$ cat src/rtl/riscv_decode_stage_pkg.sv
// rtl/riscv_decode_stage_pkg.sv - RV32I decode constants, bundle type and buffer states
package riscv_decode_stage_pkg;

    localparam int ALU_OP_WIDTH = 4;

    localparam logic [6:0] OPC_LOAD     = 7'b0000011;
    localparam logic [6:0] OPC_MISC_MEM = 7'b0001111;
    localparam logic [6:0] OPC_OP_IMM   = 7'b0010011;
    localparam logic [6:0] OPC_AUIPC    = 7'b0010111;
    localparam logic [6:0] OPC_STORE    = 7'b0100011;
    localparam logic [6:0] OPC_OP       = 7'b0110011;
    localparam logic [6:0] OPC_LUI      = 7'b0110111;
    localparam logic [6:0] OPC_BRANCH   = 7'b1100011;
    localparam logic [6:0] OPC_JALR     = 7'b1100111;
    localparam logic [6:0] OPC_JAL      = 7'b1101111;
    localparam logic [6:0] OPC_SYSTEM   = 7'b1110011;

    localparam logic [ALU_OP_WIDTH-1:0] ALU_ADD  = 4'd0;
    localparam logic [ALU_OP_WIDTH-1:0] ALU_SUB  = 4'd1;
    localparam logic [ALU_OP_WIDTH-1:0] ALU_SLL  = 4'd2;
    localparam logic [ALU_OP_WIDTH-1:0] ALU_SLT  = 4'd3;
    localparam logic [ALU_OP_WIDTH-1:0] ALU_SLTU = 4'd4;
    localparam logic [ALU_OP_WIDTH-1:0] ALU_XOR  = 4'd5;
    localparam logic [ALU_OP_WIDTH-1:0] ALU_SRL  = 4'd6;
    localparam logic [ALU_OP_WIDTH-1:0] ALU_SRA  = 4'd7;
    localparam logic [ALU_OP_WIDTH-1:0] ALU_OR   = 4'd8;
    localparam logic [ALU_OP_WIDTH-1:0] ALU_AND  = 4'd9;
    localparam logic [ALU_OP_WIDTH-1:0] ALU_EQ   = 4'd10;
    localparam logic [ALU_OP_WIDTH-1:0] ALU_NE   = 4'd11;
    localparam logic [ALU_OP_WIDTH-1:0] ALU_LT   = 4'd12;
    localparam logic [ALU_OP_WIDTH-1:0] ALU_GE   = 4'd13;
    localparam logic [ALU_OP_WIDTH-1:0] ALU_LTU  = 4'd14;
    localparam logic [ALU_OP_WIDTH-1:0] ALU_GEU  = 4'd15;

    localparam logic [2:0] LDST_B  = 3'd0;
    localparam logic [2:0] LDST_H  = 3'd1;
    localparam logic [2:0] LDST_W  = 3'd2;
    localparam logic [2:0] LDST_BU = 3'd4;
    localparam logic [2:0] LDST_HU = 3'd5;

    localparam logic [2:0] MDU_MUL    = 3'd0;
    localparam logic [2:0] MDU_MULH   = 3'd1;
    localparam logic [2:0] MDU_MULHSU = 3'd2;
    localparam logic [2:0] MDU_MULHU  = 3'd3;
    localparam logic [2:0] MDU_DIV    = 3'd4;
    localparam logic [2:0] MDU_DIVU   = 3'd5;
    localparam logic [2:0] MDU_REM    = 3'd6;
    localparam logic [2:0] MDU_REMU   = 3'd7;

    localparam logic [1:0] WB_ALU = 2'd0;
    localparam logic [1:0] WB_LSU = 2'd1;
    localparam logic [1:0] WB_MDU = 2'd2;
    localparam logic [1:0] WB_CSR = 2'd3;

    localparam logic [1:0] OPA_RS1  = 2'd0;
    localparam logic [1:0] OPA_PC   = 2'd1;
    localparam logic [1:0] OPA_ZERO = 2'd2;

    localparam logic [2:0] OPB_RS2   = 3'd0;
    localparam logic [2:0] OPB_IMM_I = 3'd1;
    localparam logic [2:0] OPB_IMM_U = 3'd2;
    localparam logic [2:0] OPB_IMM_S = 3'd3;
    localparam logic [2:0] OPB_FOUR  = 3'd4;

    typedef enum logic [1:0] {
        BUF_EMPTY = 2'd0,
        BUF_ONE   = 2'd1,
        BUF_TWO   = 2'd2
    } buf_state_t;

    typedef struct packed {
        logic [31:0]             pc;
        logic [4:0]              rs1;
        logic [4:0]              rs2;
        logic [4:0]              rd;
        logic [1:0]              op_a_sel;
        logic [2:0]              op_b_sel;
        logic [ALU_OP_WIDTH-1:0] alu_op;
        logic                    mem_req;
        logic                    mem_we;
        logic [2:0]              mem_size;
        logic                    gpr_we;
        logic [1:0]              wb_src_sel;
        logic                    mdu_req;
        logic [2:0]              mdu_op;
        logic                    csr_req;
        logic [2:0]              csr_op;
        logic                    branch;
        logic                    jal;
        logic                    jalr;
        logic                    illegal;
    } dec_bundle_t;

endpackage

$ cat src/rtl/riscv_decode_comb.sv
// rtl/riscv_decode_comb.sv - combinational RV32I(+M, Zicsr) instruction to decode bundle
module riscv_decode_comb
    import riscv_decode_stage_pkg::*;
#(
    parameter bit EN_M_EXT = 1'b1,
    parameter bit EN_CSR   = 1'b1
) (
    input  logic [31:0] instr_i,
    input  logic [31:0] pc_i,
    output dec_bundle_t bundle_o
);

    logic [6:0] opcode;
    logic [2:0] funct3;
    logic [6:0] funct7;
    logic       ill;
    dec_bundle_t b;

    assign opcode = instr_i[6:0];
    assign funct3 = instr_i[14:12];
    assign funct7 = instr_i[31:25];

    always_comb begin
        b          = '0;
        ill        = 1'b0;
        b.pc       = pc_i;
        b.rs1      = instr_i[19:15];
        b.rs2      = instr_i[24:20];
        b.rd       = instr_i[11:7];
        b.alu_op   = ALU_ADD;
        b.mem_size = funct3;

        if (opcode[1:0] != 2'b11) begin
            ill = 1'b1;
        end else begin
            case (opcode)
                OPC_LOAD: begin
                    b.op_b_sel   = OPB_IMM_I;
                    b.mem_req    = 1'b1;
                    b.gpr_we     = 1'b1;
                    b.wb_src_sel = WB_LSU;
                    if (funct3 == 3'd3 || funct3 == 3'd6 || funct3 == 3'd7) ill = 1'b1;
                end
                OPC_STORE: begin
                    b.op_b_sel = OPB_IMM_S;
                    b.mem_req  = 1'b1;
                    b.mem_we   = 1'b1;
                    if (funct3 > 3'd2) ill = 1'b1;
                end
                OPC_OP_IMM: begin
                    b.op_b_sel = OPB_IMM_I;
                    b.gpr_we   = 1'b1;
                    case (funct3)
                        3'd0: b.alu_op = ALU_ADD;
                        3'd2: b.alu_op = ALU_SLT;
                        3'd3: b.alu_op = ALU_SLTU;
                        3'd4: b.alu_op = ALU_XOR;
                        3'd6: b.alu_op = ALU_OR;
                        3'd7: b.alu_op = ALU_AND;
                        3'd1: begin
                            b.alu_op = ALU_SLL;
                            if (funct7 != 7'd0) ill = 1'b1;
                        end
                        default: begin
                            if (funct7 == 7'd0)                b.alu_op = ALU_SRL;
                            else if (funct7 == 7'b0100000)     b.alu_op = ALU_SRA;
                            else                               ill = 1'b1;
                        end
                    endcase
                end
                OPC_OP: begin
                    b.gpr_we = 1'b1;
                    if (funct7 == 7'd0) begin
                        case (funct3)
                            3'd0:    b.alu_op = ALU_ADD;
                            3'd1:    b.alu_op = ALU_SLL;
                            3'd2:    b.alu_op = ALU_SLT;
                            3'd3:    b.alu_op = ALU_SLTU;
                            3'd4:    b.alu_op = ALU_XOR;
                            3'd5:    b.alu_op = ALU_SRL;
                            3'd6:    b.alu_op = ALU_OR;
                            default: b.alu_op = ALU_AND;
                        endcase
                    end else if (funct7 == 7'b0100000 && funct3 == 3'd0) begin
                        b.alu_op = ALU_SUB;
                    end else if (funct7 == 7'b0100000 && funct3 == 3'd5) begin
                        b.alu_op = ALU_SRA;
                    end else if (funct7 == 7'b0000001 && EN_M_EXT) begin
                        b.mdu_req    = 1'b1;
                        b.mdu_op     = funct3;
                        b.wb_src_sel = WB_MDU;
                    end else begin
                        ill = 1'b1;
                    end
                end
                OPC_LUI: begin
                    b.op_a_sel = OPA_ZERO;
                    b.op_b_sel = OPB_IMM_U;
                    b.gpr_we   = 1'b1;
                end
                OPC_AUIPC: begin
                    b.op_a_sel = OPA_PC;
                    b.op_b_sel = OPB_IMM_U;
                    b.gpr_we   = 1'b1;
                end
                OPC_BRANCH: begin
                    b.branch = 1'b1;
                    case (funct3)
                        3'd0:    b.alu_op = ALU_EQ;
                        3'd1:    b.alu_op = ALU_NE;
                        3'd4:    b.alu_op = ALU_LT;
                        3'd5:    b.alu_op = ALU_GE;
                        3'd6:    b.alu_op = ALU_LTU;
                        3'd7:    b.alu_op = ALU_GEU;
                        default: ill = 1'b1;
                    endcase
                end
                OPC_JAL, OPC_JALR: begin
                    b.op_a_sel = OPA_PC;
                    b.op_b_sel = OPB_FOUR;
                    b.gpr_we   = 1'b1;
                    b.jal      = (opcode == OPC_JAL);
                    b.jalr     = (opcode == OPC_JALR);
                    if (opcode == OPC_JALR && funct3 != 3'd0) ill = 1'b1;
                end
                OPC_MISC_MEM: ;
                OPC_SYSTEM: begin
                    // funct3==0 (ECALL/EBREAK) passes through as a NOP; funct3==4 is unallocated
                    if (funct3 != 3'd0) begin
                        if (EN_CSR && funct3 != 3'd4) begin
                            b.csr_req    = 1'b1;
                            b.csr_op     = funct3;
                            b.gpr_we     = 1'b1;
                            b.wb_src_sel = WB_CSR;
                        end else begin
                            ill = 1'b1;
                        end
                    end
                end
                default: ill = 1'b1;
            endcase
        end

        b.illegal = ill;
        if (ill) begin
            b.gpr_we  = 1'b0;
            b.mem_req = 1'b0;
            b.mem_we  = 1'b0;
            b.branch  = 1'b0;
            b.jal     = 1'b0;
            b.jalr    = 1'b0;
            b.mdu_req = 1'b0;
            b.csr_req = 1'b0;
        end
    end

    assign bundle_o = b;

endmodule

$ cat src/rtl/riscv_decode_stage.sv
// rtl/riscv_decode_stage.sv - registered decode stage with 2-entry skid buffer and illegal counter
module riscv_decode_stage
    import riscv_decode_stage_pkg::*;
#(
    parameter bit EN_M_EXT = 1'b1,
    parameter bit EN_CSR   = 1'b1,
    parameter int CNT_W    = 16
) (
    input  logic                    clk_i,
    input  logic                    rst_i,
    input  logic                    flush_i,
    input  logic [31:0]             instr_i,
    input  logic [31:0]             pc_i,
    input  logic                    instr_valid_i,
    output logic                    instr_ready_o,
    output logic                    dec_valid_o,
    input  logic                    dec_ready_i,
    output logic [31:0]             pc_o,
    output logic [4:0]              rs1_o,
    output logic [4:0]              rs2_o,
    output logic [4:0]              rd_o,
    output logic [1:0]              ex_op_a_sel_o,
    output logic [2:0]              ex_op_b_sel_o,
    output logic [ALU_OP_WIDTH-1:0] alu_op_o,
    output logic                    mem_req_o,
    output logic                    mem_we_o,
    output logic [2:0]              mem_size_o,
    output logic                    gpr_we_a_o,
    output logic [1:0]              wb_src_sel_o,
    output logic                    mdu_req_o,
    output logic [2:0]              mdu_op_o,
    output logic                    csr_req_o,
    output logic [2:0]              csr_op_o,
    output logic                    branch_o,
    output logic                    jal_o,
    output logic                    jalr_o,
    output logic                    illegal_instr_o,
    output logic [CNT_W-1:0]        illegal_cnt_o
);

    buf_state_t  state_q, state_d;
    dec_bundle_t main_q, main_d;
    dec_bundle_t skid_q, skid_d;
    dec_bundle_t dec;
    logic [CNT_W-1:0] cnt_q, cnt_d;
    logic accept, consume;

    riscv_decode_comb #(
        .EN_M_EXT (EN_M_EXT),
        .EN_CSR   (EN_CSR)
    ) u_decode_comb (
        .instr_i  (instr_i),
        .pc_i     (pc_i),
        .bundle_o (dec)
    );

    assign instr_ready_o = (state_q != BUF_TWO);
    assign dec_valid_o   = (state_q != BUF_EMPTY);
    assign accept        = instr_valid_i & instr_ready_o;
    assign consume       = dec_valid_o & dec_ready_i;

    always_ff @(posedge clk_i) begin
        if (rst_i) begin
            state_q <= BUF_EMPTY;
            main_q  <= '0;
            skid_q  <= '0;
            cnt_q   <= '0;
        end else begin
            state_q <= state_d;
            main_q  <= main_d;
            skid_q  <= skid_d;
            cnt_q   <= cnt_d;
        end
    end

    always_comb begin
        state_d = state_q;
        main_d  = main_q;
        skid_d  = skid_q;
        cnt_d   = cnt_q;
        if (flush_i) begin
            state_d = BUF_EMPTY;
        end else begin
            case (state_q)
                BUF_EMPTY: begin
                    if (accept) begin
                        state_d = BUF_ONE;
                        main_d  = dec;
                    end
                end
                BUF_ONE: begin
                    if (accept && !consume) begin
                        state_d = BUF_TWO;
                        skid_d  = dec;
                    end else if (accept && consume) begin
                        main_d  = dec;
                    end else if (consume) begin
                        state_d = BUF_EMPTY;
                    end
                end
                BUF_TWO: begin
                    if (consume) begin
                        state_d = BUF_ONE;
                        main_d  = skid_q;
                    end
                end
                default: state_d = BUF_EMPTY;
            endcase
            if (accept && dec.illegal && cnt_q != {CNT_W{1'b1}}) begin
                cnt_d = cnt_q + {{(CNT_W-1){1'b0}}, 1'b1};
            end
        end
    end

    assign pc_o            = main_q.pc;
    assign rs1_o           = main_q.rs1;
    assign rs2_o           = main_q.rs2;
    assign rd_o            = main_q.rd;
    assign ex_op_a_sel_o   = main_q.op_a_sel;
    assign ex_op_b_sel_o   = main_q.op_b_sel;
    assign alu_op_o        = main_q.alu_op;
    assign mem_req_o       = main_q.mem_req;
    assign mem_we_o        = main_q.mem_we;
    assign mem_size_o      = main_q.mem_size;
    assign gpr_we_a_o      = main_q.gpr_we;
    assign wb_src_sel_o    = main_q.wb_src_sel;
    assign mdu_req_o       = main_q.mdu_req;
    assign mdu_op_o        = main_q.mdu_op;
    assign csr_req_o       = main_q.csr_req;
    assign csr_op_o        = main_q.csr_op;
    assign branch_o        = main_q.branch;
    assign jal_o           = main_q.jal;
    assign jalr_o          = main_q.jalr;
    assign illegal_instr_o = main_q.illegal;
    assign illegal_cnt_o   = cnt_q;

endmodule

$ cat config.mk
export PLATFORM = sky130hd
export DESIGN_NAME = riscv_decode_stage
export DESIGN_NICKNAME = d
export VERILOG_FILES = /design/src/rtl/riscv_decode_stage_pkg.sv /design/src/rtl/riscv_decode_comb.sv /design/src/rtl/riscv_decode_stage.sv
export SDC_FILE = /design/constraint.sdc
export NUM_CORES = 1
export LEC_CHECK = 0
export ABC_AREA = 1
export CAP_MARGIN = 20
export CORE_MARGIN = 2
export CORE_UTILIZATION = 45
export DETAILED_ROUTE_END_ITERATION = 8
export PLACE_DENSITY = 0.8
export SLEW_MARGIN = 30
export SYNTH_ARGS = -nofsm -noshare
export SYNTH_HDL_FRONTEND = slang
export SYNTH_SLANG_ARGS = --single-unit
$ cat constraint.sdc
create_clock -name clk_i -period 2 [get_ports clk_i]
set_input_delay 0.2 -clock clk_i [delete_from_list [all_inputs] [get_ports clk_i]]
set_output_delay 0.2 -clock clk_i [all_outputs]
set_load 0.005 [all_outputs]
Yosys cells after proc, flatten, opt, wreduce, memory -nomap -nowiden --
Cells that the tools add are included.
Storage, ports and cells: register bits 170, latch bits 0, RAM bits 0, bits in read-only memories 0, input bits 69, output and inout port bits 94, word-level logic and storage cells 171, memories 0
Operators by class: add/subtract/negate cells 1, $mul 0, div/mod/pow operators 0, $lt $le $gt $ge 1, equality and inequality tests 32, shift operators 0, muxes and demuxes 61, bitwise gates (word level) 3, reductions and logical operators 31
Operators with widths (count):
- two-way mux 76 bit | 4
- case mux 76 bit (3 select lines) | 1
- case mux 4 bit (7 select lines) | 2
- equality test 7 x 6 -> 1 bit, second input constant | 4
- equality test 7 bit, second input constant | 4
- two-way mux 4 bit | 6
- two-way mux 6 bit | 4
- case mux 4 bit (6 select lines) | 1
- two-way mux 1 bit | 20
- two-way mux 3 bit | 6
- adder 16 x 1 -> 16 bit, second input constant | 1
- inequality test 16 bit, second input constant | 1
- equality test 7 x 5 -> 1 bit, second input constant | 2
- two-way mux 14 bit | 1
- two-way mux 2 bit | 7
- equality test 3 bit, second input constant | 4
- inequality test 2 bit, second input constant | 6
- case mux 2 bit (3 select lines) | 2
- case mux 3 bit (4 select lines) | 1
- case mux 4 bit (3 select lines) | 1
- OR reduction 6 bit | 2
- two-way mux 11 bit | 1
- OR reduction 2 bit | 5
- inequality test 3 bit, second input constant | 3
- other kinds (28) | 40

Longest topological paths before layout --
word-level depth 11, gate-level depth with buffers 14, gate-level depth less buffers 12

Modules after synthesis --
Synthesis repeated with hierarchy kept, for this count alone.
Second synthesis, totals: cell total of the unflattened synthesis 1290, area total of the unflattened synthesis 8419.3 um^2
Modules (own cells, without submodules):
- riscv_decode_stage | instances 1, cells an instance 1094, area each 7394.6 um^2, sequential area each 3403.3 um^2
- riscv_decode_comb | instances 1, cells an instance 196, area each 1024.7 um^2, sequential area each 0.0 um^2

Worst setup path before layout --
OpenSTA, ideal clock, no wires.
path kind register -> register, from register cnt_q[0] (netlist: illegal_cnt_o[0]), to register cnt_q[0] (netlist: illegal_cnt_o[0]), library setup time 115 ps, data arrival time 1633 ps, data required time 1885 ps, slack 252 ps, cell stages (with the launch flop) 10, path buffers 1, clock period less this slack 1748 ps, cell sequence dfxtp_1 > ha_1 > nand3_1 > nor2_2 > nand2_1 > o31ai_1 > inv_2 > buf_2 > a21oi_1 > nor2_1
Between the ends: longest elaborated chain between the ends 3, elaborated cells on any way between the ends 4, those cells by class add/sub (1); eq/ne (1); reduce/logical (2)
Ends and longest elaborated chain:
- start: declaration | RTL line riscv_decode_stage.sv:45 | logic [CNT_W-1:0] cnt_q, cnt_d;
- start signal: assignment | RTL line riscv_decode_stage.sv:72 | cnt_q <= cnt_d;
- branches (longest 3 deep; another with adder 16 x 1 -> 16 bit)
Several ways; the timed one is not identified. A chain may end at the register's enable or synchronous reset.

Worst setup path in the final report --
from register state_q[0], to output instr_ready_o
Between the ends: longest elaborated chain between the ends 1
Ends and longest elaborated chain:
- start: declaration | RTL line riscv_decode_stage.sv:41 | buf_state_t state_q, state_d;
- start signal: assignment | RTL line riscv_decode_stage.sv:69 | state_q <= state_d;
- inequality test 2 bit | RTL line riscv_decode_stage.sv:57 | assign instr_ready_o = (state_q != BUF_TWO);
- end: declaration | RTL line riscv_decode_stage.sv:15 | output logic instr_ready_o,
No other way between the ends.

==> run_results.csv <==
group,metric,value,unit
status,outcome,"finished clean",
power_and_ir_drop,p_sw_share,24.1,%
power_and_ir_drop,power_switching,1.89,mW
die,core-area,0.0166,mm^2
worst_hold_path,hp-class,"in -> reg",
clocking,cts-root-buf,"clkbuf_16",
timing,max_freq,532,MHz
routing,drc,0,
critical_path,cp.required,1.80,ns
logic_synthesis,ys.flop_type,"dfxtp_1",
critical_path,reg2reg_depth,9,
logic_synthesis,synth_area_per_cell,7.19,um^2
clocking,cts_tree,"done",
critical_path,cp-start-kind,"flop",
global_routing,grt_max_degree,76,
logic_synthesis,yosys.area_share.simple,24.3,%
clocking,postCtsHoldBufs,0,
logic_synthesis,synthXorXnorAreaFrac,1.60,%
timing,hold_viol_final,0,
worst_hold_path,hold_end,"rd_o[2]",
clocking,cts.htree.levels,4,
global_routing,grt_usage,23.8,%
power_and_ir_drop,ir_drop,0.584,mV
power_and_ir_drop,power_density,736,mW/mm^2
clocking,path_clk_slew,0.07,ns
clocking,cts-buffers-inserted,17,
timing,drv_slew,0,
layout,drive_above_1_share,11.8,%
logic_synthesis,synth_nets,1138,
routing,first_iter_violations,561,
routing,vias,7845,
worst_hold_path,hp-start,"instr_i[9]",
critical_path,rrSetupSlack,0.23,ns
timing,relSlewSlack,64.4,%
global_routing,antenna_found_initial,0,
logic_synthesis,netlist_area,0.00764,mm^2
critical_path,path_class,"reg -> out",
global_routing,grt_pass1_vias,7327,
timing,rsz0062_at_grt,"false",
logic_synthesis,synth_cell_types,38,
layout,finish.utilization,64.1,%
logic_synthesis,ys_seq_area_share,44.5,%
layout,syn2layout_area_growth,39.1,%
timing,setup_viol_count_final,0,
critical_path,arrival,1.68,ns
routing,wl,21700,um
critical_path,crit_path_max_incr_delay,0.53,ns
placed_design,numPortBuffers,162,
placed_design,place_congestion,0.908,
power_and_ir_drop,pwr-share-seq,45.7,%
critical_path,cp_cell_sequence,"inv_1, nand2_2, buf_12, clkdlybuf4s50_1",
logic_synthesis,synth-adder-area-share,0.982,%
global_routing,grt_pass1_wl,35300,um
logic_synthesis,synth_top_area_share,44.5,%
die,dieArea,0.0180,mm^2
critical_path,slowest_stage,"clkdlybuf4s50_1",
logic_synthesis,synth-compound-area-share,21.6,%
clocking,clock_path_buffers,2,
logic_synthesis,synth_top_family_by_area,"simple AND/OR/NAND/NOR gates",
power_and_ir_drop,cell_internal_pwr,5.94,mW
routing,wl_per_cell,14.6,um
clocking,clkSinkCount,170,
power_and_ir_drop,p_clk_share,42.6,%
power_and_ir_drop,power_frac_comb,11.6,%
power_and_ir_drop,totalPowerFinal,7.83,mW
logic_synthesis,synthCells,1063,
worst_hold_path,min_path_cells,3,
logic_synthesis,yosys_warnings,0,
timing,hold_ws,0.381,ns
die,dieHeight,134,um
layout,n_antenna_cell,0,
die,floorplan.initialDensity,46.1,%
critical_path,reg2reg_from,"illegal_cnt_o[0]",
routing,vias_per_cell,5.27,
logic_synthesis,synth_area_leader_cell,"dfxtp_1",
layout,layout.nets,1330,
logic_synthesis,async_flop_share,0,%
die,die_x,134,um
routing,ant_nets,0,
critical_path,end_kind,"output port",
critical_path,crit_fanout,28,
clocking,clock_latency,0.42,ns
flow_run,maxCapViolCount,0,
routing,drt_pre_antenna_iters,5,
global_routing,overflow,0,
placed_design,dp_hpwl,14500,um
logic_synthesis,synth.top_cells.by_area,"dfxtp_1 (45%), o21ai_0 (9.6%), nand2_1 (9.5%), nor2_1 (7.2%), a21oi_1 (5.6%)",
die,num_rows,47,
logic_synthesis,synth_mux_area_share,0,%
logic_synthesis,ys_seq_elements,170,
timing,min_period,1.88,ns
logic_synthesis,synth_edf_count,0,
die,boundaryPins,163,
critical_path,r2r-end,"illegal_cnt_o[0]",
timing,worst_pin_slew,0.535,ns
timing,min_period_over_period,93.9,%
timing,clock_skew,0.00812,ns
power_and_ir_drop,leakage,4.41,nW
how the worst max path moves through the flow:
| stage | start | endpoint |
|---|---|---|
| global placement | instr_i[14] | illegal_cnt_o[0] |
| floorplan | illegal_cnt_o[0] | illegal_cnt_o[0] |
| CTS | state_q[0] | instr_ready_o |
| global route | state_q[0] | instr_ready_o |
| finish | state_q[0] | instr_ready_o |
| detailed placement | instr_i[12] | illegal_cnt_o[7] |
critical path, delay by kind of cell, from the launching register on:
kind / cells / cell delay (ns)
buffers and inverters: 3 / 0.80
flip-flops: 1 / 0.32
AND/OR/NAND/NOR: 1 / 0.12
cell type report:
type,count,area (um^2)
fillers,1465,5950
multi-input cells,763,3720
flip-flops and latches,170,3400
repair buffers,246,2410
clock buffers,22,464
well taps,220,275
inverters,57,219
clock inverters,10,131
cell families (layout without fill, tap and decap cells):
| logic type | after synthesis | after routing |
|---|---|---|
| buffers and inverters | 130 | 335 |
| AOI/OAI and AO/OA | 308 | 308 |
| and+or+nand+nor | 435 | 435 |
| DFF | 170 | 170 |
| adders and majority gates | 6 | 6 |
| xor gates and xnor gates | 14 | 14 |
power by group through the flow:
| stage | logic [mW] | clock network [mW] | registers [mW] |
|---|---|---|---|
| after global routing | 0.996 | 3.52 | 3.59 |
| after CTS | 0.912 | 3.40 | 3.58 |
| final | 0.912 | 3.34 | 3.58 |
| after global placement | 0.896 | 0 | 3.65 |
| after floorplan | 0.353 | 0 | 3.65 |
| after detailed placement | 0.905 | 0 | 3.65 |
state kept, by name, indices dropped and copies added, names as in the netlist, 4 cells and up:
signal,cells
alu_op_o,4
rd_o,5
rs1_o,5
pc_o,32
illegal_cnt_o,16
rs2_o,5
skid_q,76
per-stage QoR:
| stage | TNS, ns | cell area (um^2) | setup WS, ns | std cells |
|---|---|---|---|---|
| CTS | 0 | 10600 | 0.0348 | 1488 |
| global placement | -1.57 | 10000 | -0.124 | 1456 |
| floorplan | 0 | 7640 | 0.252 | 1063 |
| detailed placement | -2.16 | 10000 | -0.134 | 1456 |
| global route | 0 | 10600 | 0.0128 | 1488 |
| finish | 0 | 10600 | 0.121 | 1488 |
repair_timing:
item	4_1_cts	5_1_grt
buffers inserted	0	0
gates resized for setup	1	4
endpoints found under the setup margin	1	14
cells in the final DEF, fill, tap and decap left out, drive strengths merged:
| master | count |
|---|---|
| a21oi | 87 |
| a22oi | 2 |
| a31oi | 52 |
| buf | 84 |
| bufinv | 2 |
| clkbuf | 22 |
| clkdlybuf4s50 | 162 |
| clkinv | 4 |
| clkinvlp | 1 |
| dfxtp | 170 |
| ha | 6 |
| inv | 60 |
| nand2 | 199 |
| nand3 | 60 |
| nand4 | 8 |
| nor2 | 156 |
| nor3 | 9 |
| nor3b | 1 |
| o211ai | 5 |
| o21a | 2 |
| o21ai | 154 |
| o21bai | 3 |
| o22ai | 2 |
| o31ai | 1 |
| or2 | 2 |
| xnor2 | 7 |
| xor2 | 7 |
synthesized netlist by cell type (4+ instances only):
cell type / count
xor2_1: 7
o21ai_0: 146
nand3_1: 56
ha_1: 6
buf_2: 15
nand2_1: 194
o211ai_1: 5
nor2_4: 5
nand4_1: 8
a31oi_1: 52
inv_1: 48
clkbuf_1: 51
nor2_2: 4
nor3_1: 8
dfxtp_1: 170
nor2_1: 147
xnor2_1: 7
a21oi_1: 85
inv_2: 8
o21ai_1: 8
metal layers:
metal / vias to the layer above / GRT usage (%) / part of all wire [%]
li1: 3945 / - / -
met1: 3646 / 31.8 / 46
met2: 228 / 38.8 / 48
met3: 26 / 4.08 / 5.0
met4: 0 / 8.36 / 1.7
met5: - / 0 / 0
No activity file was read; power rests on OpenSTA's default activity.
